### src/rtl/round_combiner.sv
// ============================================================================
//  Module   : round_combiner
//  Purpose  : Counts Feistel rounds, applies the final L/R swap (optionally the
//             DES IP^-1 remap when ROUND_COMBINER_FP_EN is defined) and queues
//             completed 64-bit blocks for a valid/ready consumer.
//  Revision : 1.0 - initial release
// ============================================================================
`default_nettype none

module round_combiner #(
    parameter int NUM_ROUNDS = 16,
    parameter int FIFO_DEPTH = 2
) (
    input  logic        clk,
    input  logic        n_rst,
    input  logic        clear,
    input  logic [31:0] left_block,
    input  logic [31:0] right_block,
    input  logic        round_valid,
    output logic        in_ready,
    output logic [63:0] data_out,
    output logic        data_valid,
    input  logic        out_ready,
    output logic [5:0]  round_count,
    output logic        block_done
);

    localparam int          c_PTR_W = (FIFO_DEPTH > 1) ? $clog2(FIFO_DEPTH) : 1;
    localparam logic [5:0]  c_LAST  = 6'(NUM_ROUNDS - 1);
    localparam logic [c_PTR_W:0] c_FULL = (c_PTR_W + 1)'(FIFO_DEPTH);

    logic [5:0]         r_round_count;
    logic [c_PTR_W-1:0] r_wr_ptr;
    logic [c_PTR_W-1:0] r_rd_ptr;
    logic [c_PTR_W:0]   r_count;
    logic [63:0]        r_hold;
    logic               r_block_done;
    logic [63:0]        r_mem [FIFO_DEPTH];

    logic               w_last;
    logic               w_full;
    logic               w_empty;
    logic               w_accept;
    logic               w_push;
    logic               w_pop;
    logic [63:0]        w_swapped;
    logic [63:0]        w_push_data;

    assign w_last   = (r_round_count == c_LAST);
    assign w_full   = (r_count == c_FULL);
    assign w_empty  = (r_count == '0);

    // Stall only when the block-completing round has nowhere to go.
    assign in_ready = !(w_last && w_full);

    assign w_accept = round_valid && in_ready && !clear;
    assign w_push   = w_accept && w_last;
    assign w_pop    = !w_empty && out_ready && !clear;

    assign w_swapped = {right_block, left_block};

`ifdef ROUND_COMBINER_FP_EN
    // IP^-1 as a pure wire remap; source bit index follows the DES FP table
    // (1-based, bit 1 = MSB), whose columns alternate between the 40.. and 8..
    // sequences and step down by one per row.
    for (genvar gi = 0; gi < 64; gi++) begin : g_fp
        localparam int c_ROW = gi / 8;
        localparam int c_COL = gi % 8;
        localparam int c_SRC = (((c_COL % 2) == 0) ? 40 : 8) - c_ROW + 8 * (c_COL / 2);
        assign w_push_data[63-gi] = w_swapped[64-c_SRC];
    end
`else
    assign w_push_data = w_swapped;
`endif

    always_ff @(posedge clk or negedge n_rst) begin
        if (!n_rst) begin
            r_round_count <= '0;
            r_wr_ptr      <= '0;
            r_rd_ptr      <= '0;
            r_count       <= '0;
            r_hold        <= '0;
            r_block_done  <= 1'b0;
        end else if (clear) begin
            r_round_count <= '0;
            r_wr_ptr      <= '0;
            r_rd_ptr      <= '0;
            r_count       <= '0;
            r_hold        <= '0;
            r_block_done  <= 1'b0;
        end else begin
            r_block_done <= w_push;
            if (w_accept) begin
                r_round_count <= w_last ? 6'd0 : r_round_count + 6'd1;
            end
            if (w_push) begin
                r_wr_ptr <= r_wr_ptr + 1'b1;
            end
            if (w_pop) begin
                r_rd_ptr <= r_rd_ptr + 1'b1;
                r_hold   <= r_mem[r_rd_ptr];
            end
            case ({w_push, w_pop})
                2'b10:   r_count <= r_count + 1'b1;
                2'b01:   r_count <= r_count - 1'b1;
                default: r_count <= r_count;
            endcase
        end
    end

    // Storage needs no reset: occupancy gates every read.
    always_ff @(posedge clk) begin
        if (w_push) begin
            r_mem[r_wr_ptr] <= w_push_data;
        end
    end

    // When drained, the last popped head is held instead of a stale slot.
    assign data_out    = w_empty ? r_hold : r_mem[r_rd_ptr];
    assign data_valid  = !w_empty;
    assign round_count = r_round_count;
    assign block_done  = r_block_done;

endmodule

`default_nettype wire

### config.mk
export PLATFORM = sky130hd
export DESIGN_NAME = round_combiner
export DESIGN_NICKNAME = d
export VERILOG_FILES = /design/src/rtl/round_combiner.sv
export SDC_FILE = /design/constraint.sdc
export NUM_CORES = 1
export LEC_CHECK = 0
export ABC_AREA = 1
export CAP_MARGIN = 25
export CORE_ASPECT_RATIO = 0.75
export CORE_MARGIN = 4
export CORE_UTILIZATION = 40
export DETAILED_ROUTE_END_ITERATION = 8
export PLACE_DENSITY = 0.59
export SYNTH_ARGS = -nofsm -noshare
export SYNTH_HDL_FRONTEND = slang
export SYNTH_SLANG_ARGS = --single-unit
### constraint.sdc
create_clock -name clk -period 8.8 [get_ports clk]
set_clock_uncertainty 0.2 [all_clocks]
set_input_delay 1.32 -clock clk [delete_from_list [all_inputs] [get_ports clk]]
set_output_delay 1.32 -clock clk [all_outputs]
set_load 0.01 [all_outputs]
==> results of run 1 <==
-- synthesized netlist by cell type, types with 2 or more instances --
cell type                  count  area, um2
sky130_fd_sc_hd__buf_1         2      7.510
sky130_fd_sc_hd__buf_2        14      70.07
sky130_fd_sc_hd__buf_6        10      112.6
sky130_fd_sc_hd__clkbuf_1     16      60.06
sky130_fd_sc_hd__dfrtp_1      75       1877
sky130_fd_sc_hd__edfxtp_1    128       3844
sky130_fd_sc_hd__inv_1        72      270.3
sky130_fd_sc_hd__inv_2         2      7.510
sky130_fd_sc_hd__nand2_1     349       1310
sky130_fd_sc_hd__nand2_2       2      12.51
sky130_fd_sc_hd__nand2_4       3      33.78
sky130_fd_sc_hd__nand3_1       7      35.03
sky130_fd_sc_hd__nor2_1        6      22.52
sky130_fd_sc_hd__nor2_4        2      22.52
sky130_fd_sc_hd__o21ai_0      71      355.3
sky130_fd_sc_hd__o21ai_1      22      110.1
sky130_fd_sc_hd__o21ai_2      42      367.9
-- power breakdown --
part           switching, mW  internal [mW]  leakage (nW)
clock network          0.348          0.458         0.299
registers             0.0177           1.07          2.16
logic                  0.484          0.350          1.89
total                  0.849           1.88          4.35
-- cells by family (layout without fill, tap and decap cells) --
kind of cell               Yosys count  after routing  synth area share
DFF                                203            203            0.6640
buffers and inverters              116            260           0.06129
xor gates and xnor gates             1              1          0.001017
adders and majority gates            1              1          0.001452
and+or+nand+nor                    374            374            0.1728
AOI/OAI and AO/OA                  137            137           0.09948
-- sequential cells by signal, summed over array words and instances (netlist names) --
| name | count |
|---|---|
| r_hold | 64 |
| r_count | 2 |
| block_done | 1 |
| round_count | 6 |
| r_rd_ptr | 1 |
| r_mem | 128 |
| r_wr_ptr | 1 |
-- metal layers --
layer / track usage / share of wire / vias up
met3: 0.03890 / 0.065 / 26
met1: 0.2361 / 0.49 / 2674
met2: 0.2447 / 0.43 / 148
li1: - / - / 2956
met5: 0 / 0 / -
met4: 0.03306 / 0.017 / 0
-- worst max-delay path: cells and delay by family, from the launching register on --
family / cells / cell delay (ns)
simple gates: 3 / 0.22
buf+inv: 4 / 2.04
flops: 1 / 0.38
compound gates: 1 / 0.16
-- through the flow --
step                      std cells  power (mW)    util  instance area, um2  setup slack [ns]
after global routing           1264       2.890  0.5115               10830             3.671
after CTS                      1263       2.763  0.5105               10810             3.883
after detailed placement       1226       1.949  0.4817               10200             4.416
final                          1264       2.724  0.5115               10830             3.952
after floorplan                 832       1.565       -                8616             3.825
after global placement         1226       1.943  0.4817               10200             4.432
-- final cells by class --
class	instances	area, um2
Fill cell	1976	10350
Clock inverter	5	22.52
Inverter	74	277.8
Timing Repair Buffer	149	1481
Sequential cell	203	5722
Tap cell	288	360.3
Multi-Input combinational cell	513	2382
Clock buffer	32	586.8
-- final timing paths --
path                                       startpoint                      to  slack, ns  cells after the start
setup / recovery                 r_rd_ptr$_DFFE_PN0P_             data_out[5]       3.95                      8
hold / removal                  r_hold[7]$_DFFE_PN0P_   r_hold[7]$_DFFE_PN0P_       0.32                      2
setup reg to reg           round_count[0]$_DFFE_PN0P_  r_mem[0][40]$_DFFE_PP_       5.60                      6
hold reg to reg                 r_hold[7]$_DFFE_PN0P_   r_hold[7]$_DFFE_PN0P_       0.32                      2
max in group asynchronous                       n_rst    r_rd_ptr$_DFFE_PN0P_       6.77                      2
min in group asynchronous                       n_rst  r_hold[10]$_DFFE_PN0P_       0.56                      1
==> results.md, run 1 <==
• post-cts repair resize count: 0
• GR Overflow Total: 0
• Synthesized Nets: 902
• worst path arrival time: 3.33 ns
• number of port buffers: 141
• Reg clk slew, reported paths: 0.06 ns
• Seq cells post-synth: 203
• chip width: 177.5 um
• result of the run: finished clean
• classification of the worst-slack hold path: flop to flop
• global-route wire length before repair: 30660 um
• die footprint: 23980 um2
• Yosys warning total: 0
• post-synthesis cell type count: 26
• H-tree levels: 1
• timing-limited maximum frequency: 0.2063 GHz
• DRC Markers: 0
• Avg Synthesized Cell Area: 10.36 um2
• Final nets: 1032
• Critical Setup Path Class: flop to primary output
• final clock period utilization by the worst path: 0.5509
• most frequent cells in the layout: 349 x sky130_fd_sc_hd__nand2_1, 140 x sky130_fd_sc_hd__clkdlybuf4s50_1, 128 x sky130_fd_sc_hd__edfxtp_1
• pin slew with the least headroom to its limit: 0.9348 ns
• category of the worst setup path launch point: flop
• data required time of the worst path: 7.28 ns
• Min Hold Slack: 0.3156 ns
• source-to-sink clock delay at the later pin of the worst-skew pair: 0.48 ns
• CTS tree: built
• share of cells above drive strength 1: 0.09836
• setup tns final: 0 ns
• maximum number of pins on one net before global-route repair: 77
• initial antenna violation count: 0
• leakage power: 4.353 nW
• final count of pins violating max slew: 0
• number of buffers inserted for hold repair after clock tree synthesis: 0
• crit-path max cell delay: 0.62 ns
• number of buffers created by CTS: 21
• number of failing hold endpoints at the final stage: 0
• maximum fanout along the worst path: 65
• overall die height: 135.1 um
• post-route ant nets: 0
• cell at the root of the clock tree: sky130_fd_sc_hd__clkbuf_16
• I/O pin total: 142
• DP HPWL: 11560 um
• Antenna Cells: 0
• number of DRC markers in iteration 0: 296
• top_reg_cell synth: sky130_fd_sc_hd__edfxtp_1
• power density over the cells: 251.5 nW/um2
• number of enable flip-flop cells after synthesis: 128
• Core Region: 21180 um2
• most frequent standard cell in the layout excluding fill and tap cells: sky130_fd_sc_hd__nand2_1
• cell at the slowest stage of the critical path: sky130_fd_sc_hd__inv_2
• final setup vio count: 0
• RD Place Congestion: 0.7433
• Mapped Area: 8616 um2
• CP most frequent cell: sky130_fd_sc_hd__nand2_1
• final routed wirelength across all metal layers: 19240 um
• endpoint kind of the worst setup timing path: primary output
• worst ir drop on vdd: 0.0001375 V
• RSZ-0062 raised after global routing: false
• number of placement rows: 46
• tightest slew margin relative to the limit: 0.3753
• Cell Chain, Critical Path: buf_4, inv_2, buf_4, nand2_1, nand2_1, nand2_1, o21ai_0, clkdlybuf4s50_1
• per-cell via count in the routed design: 4.592
• global routing usage summed across all routing layers: 0.1605
• FFs w/ async S/R, synth: 0.3695
• sequential fraction of the synthesis area: 0.6640
• max-capacitance violation count: 0
• maximum count of clock buffers along a single path: 3
• Pre-Repair DR Iteration Count: 5
• area added between synthesis and finish: 25.73%
• Synth Instances: 832
• final critical path time including I/O delays and setup: 4.848 ns
• clock tree sinks: 203
• initial cell density of the core: 0.4068
• Post-CTS Setup Inserts: 0
• vias in the first global route: 5758
• wire length per cell: 15.22 um
• Via Count: 5804
(Power assumes the default switching activity.)
==> run 2, diff against run 1 <==
--- a/config.mk
+++ b/config.mk
@@ -11,7 +11,7 @@
 export CORE_MARGIN = 4
 export CORE_UTILIZATION = 40
 export DETAILED_ROUTE_END_ITERATION = 8
-export PLACE_DENSITY = 0.59
+export PLACE_DENSITY = 0.61
 export SYNTH_ARGS = -nofsm -noshare
 export SYNTH_HDL_FRONTEND = slang
 export SYNTH_SLANG_ARGS = --single-unit
==> constraint.sdc (replaced) <==
create_clock -name clk -period 4.11 [get_ports clk]
set_clock_uncertainty 0.2 [all_clocks]
set_input_delay 0.6165 -clock clk [delete_from_list [all_inputs] [get_ports clk]]
set_output_delay 0.6165 -clock clk [all_outputs]
set_load 0.01 [all_outputs]
==> results.md, run 2 (synthesis results as in run 1) <==
• source-to-sink clock delay at the later pin of the worst-skew pair: 0.49 ns, was 0.48 ns
• Pre-Repair DR Iteration Count: 5, unchanged
• power density over the cells: 563.7 nW/um2, was 251.5 nW/um2
• RD Place Congestion: 0.7515, was 0.7433
• number of placement rows: 46, unchanged
• endpoint kind of the worst setup timing path: primary output, unchanged
• CP most frequent cell: sky130_fd_sc_hd__nand2_1, unchanged
• global routing usage summed across all routing layers: 0.1574, was 0.1605
• Final WS setup: 0.5761 ns, was 3.952 ns
• final instance area: 11070 um2, was 10830 um2
• data required time of the worst path: 3.29 ns, was 7.28 ns
• Post-CTS Setup Inserts: 0, unchanged
• wire length per cell: 14.83 um, was 15.22 um
• overall die height: 135.1 um, unchanged
• pin slew with the least headroom to its limit: 0.8095 ns, was 0.9348 ns
• most frequent standard cell in the layout excluding fill and tap cells: sky130_fd_sc_hd__nand2_1, unchanged
• fraction of the core area covered by cells at the end of the flow: 0.5228, was 0.5115
• H-tree levels: 1, unchanged
• category of the worst setup path launch point: flop, unchanged
• maximum fanout along the worst path: 34, was 65
• Via Count: 5785, was 5804
• CTS tree: built, unchanged
• per-cell via count in the routed design: 4.548, was 4.592
• DRC Markers: 0, unchanged
• Cell Chain, Critical Path: inv_2, buf_12, nand2_1, nand2_1, nand2_1, o21ai_0, clkdlybuf4s50_1, was buf_4, inv_2, buf_4, nand2_1, nand2_1, nand2_1, o21ai_0, clkdlybuf4s50_1
• timing-limited maximum frequency: 0.2830 GHz
• share of cells above drive strength 1: 0.1108, was 0.09836
• global-route wire length before repair: 30040 um, was 30660 um
• initial cell density of the core: 0.4068, unchanged
• Core Region: 21180 um2, unchanged
• RSZ-0062 raised after global routing: false, unchanged
• Critical Setup Path Class: flop to primary output, unchanged
• number of port buffers: 141, unchanged
• final clock period utilization by the worst path: 0.8598
• pre-CTS worst setup slack: 1.057 ns, was 4.416 ns
• Antenna Cells: 0, unchanged
• clock tree sinks: 203, unchanged
• max-capacitance violation count: 0, unchanged
• result of the run: finished clean, unchanged
• I/O pin total: 142, unchanged
• final setup vio count: 0, unchanged
• final count of pins violating max slew: 0, unchanged
• tightest slew margin relative to the limit: 0.4591, was 0.3753
• chip width: 177.5 um, unchanged
• number of failing hold endpoints at the final stage: 0, unchanged
• worst ir drop on vdd: 0.0003056 V, was 0.0001375 V
• final routed wirelength across all metal layers: 18860 um, was 19240 um
• most frequent cells in the layout: 349 x sky130_fd_sc_hd__nand2_1, 140 x sky130_fd_sc_hd__clkdlybuf4s50_1, 128 x sky130_fd_sc_hd__edfxtp_1, unchanged
• post-route ant nets: 0, unchanged
• area added between synthesis and finish: 28.52%, was 25.73%
• number of DRC markers in iteration 0: 335, was 296
• top register by number of flip-flops: r_mem, unchanged
• leakage power: 4.471 nW, was 4.353 nW
• final critical path time including I/O delays and setup: 3.534 ns
• cell at the slowest stage of the critical path: sky130_fd_sc_hd__clkdlybuf4s50_1, was sky130_fd_sc_hd__inv_2
• vias in the first global route: 5652, was 5758
• number of buffers created by CTS: 22, was 21
• initial antenna violation count: 1, was 0
• die footprint: 23980 um2, unchanged
• maximum count of clock buffers along a single path: 3, unchanged
• classification of the worst-slack hold path: flop to flop, unchanged
• setup tns final: 0 ns, unchanged
• maximum number of pins on one net before global-route repair: 75, was 77
• worst path arrival time: 2.72 ns, was 3.33 ns
• crit-path max cell delay: 0.63 ns, was 0.62 ns
• total placed instance area: 10280 um2, was 10200 um2
• max FFs per register: 128, unchanged
• DP HPWL: 11530 um, was 11560 um
• post-cts repair resize count: 0, unchanged
• cell at the root of the clock tree: sky130_fd_sc_hd__clkbuf_16, unchanged
• Final nets: 1038, was 1032
• Reg clk slew, reported paths: 0.06 ns, about the same
• GR Overflow Total: 0, unchanged
[run 2: changes by cell type in the layout (fill, tap and decap cells not counted), sizes merged]
cell         change
buf              +4
clkbuf           -1
bufinv           +4
dlygate4sd3      +1
[run 2: path summary, 6_finish.rpt]
| kind | from | endpoint | slack (ns) | cells after the start |
|---|---|---|---|---|
| setup / recovery | r_rd_ptr$_DFFE_PN0P_ | data_out[31] | 0.58 | 7 |
| hold / removal | r_hold[61]$_DFFE_PN0P_ | r_hold[61]$_DFFE_PN0P_ | 0.31 | 2 |
| setup reg to reg | r_count[0]$_DFFE_PN0P_ | r_hold[6]$_DFFE_PN0P_ | 1.23 | 7 |
| hold reg to reg | r_hold[61]$_DFFE_PN0P_ | r_hold[61]$_DFFE_PN0P_ | 0.31 | 2 |
| max in group asynchronous | n_rst | r_hold[28]$_DFFE_PN0P_ | 2.34 | 3 |
| min in group asynchronous | n_rst | r_hold[9]$_DFFE_PN0P_ | 0.54 | 2 |
[run 2: report_power, final]
group          internal (mW)  switching (mW)
clock network           1.33           0.783
logic                  0.770            1.04
registers               2.29          0.0375
total                   4.39            1.86
[run 2: final cells by class]
type | count | area, um2
clock buffer | 31 | 635.6
clock inverter | 9 | 148.9
fill | 1905 | 10110
inverter | 74 | 277.8
multi-input combinational | 513 | 2382
sequential | 203 | 5722
tap | 288 | 360.3
timing repair buffer | 154 | 1546
[run 2: routing by layer]
metal,vias up,track usage,part of all wire
li1,2974,-,-
met2,148,0.2555,0.44
met1,2635,0.2198,0.47
met3,26,0.03862,0.074
met5,-,0,0.00069
met4,2,0.02748,0.013
[run 2: through the flow]
step                      total power [mW]  hold WS [ns]  instances
after floorplan                      3.352        0.1209        832
after global placement               4.176        0.2973       1231
after detailed placement             4.193        0.3025       1231
after CTS                            6.330        0.3152       1272
after global routing                 6.592        0.3299       1272
final                                6.242        0.3121       1272
[run 2: worst max-delay path, delay by kind of cell, from the launching register on]
family,cells,cell delay [ns]
buffers and inverters,3,1.40
AND/OR/NAND/NOR,3,0.19
AO/OA/AOI/OAI,1,0.21
flip-flops,1,0.40
[run 2: what timing repair did]
item	in CTS	in global routing
endpoints found under the setup margin	0	0
hold buffers	1	0
hold endpoints to repair	25	0
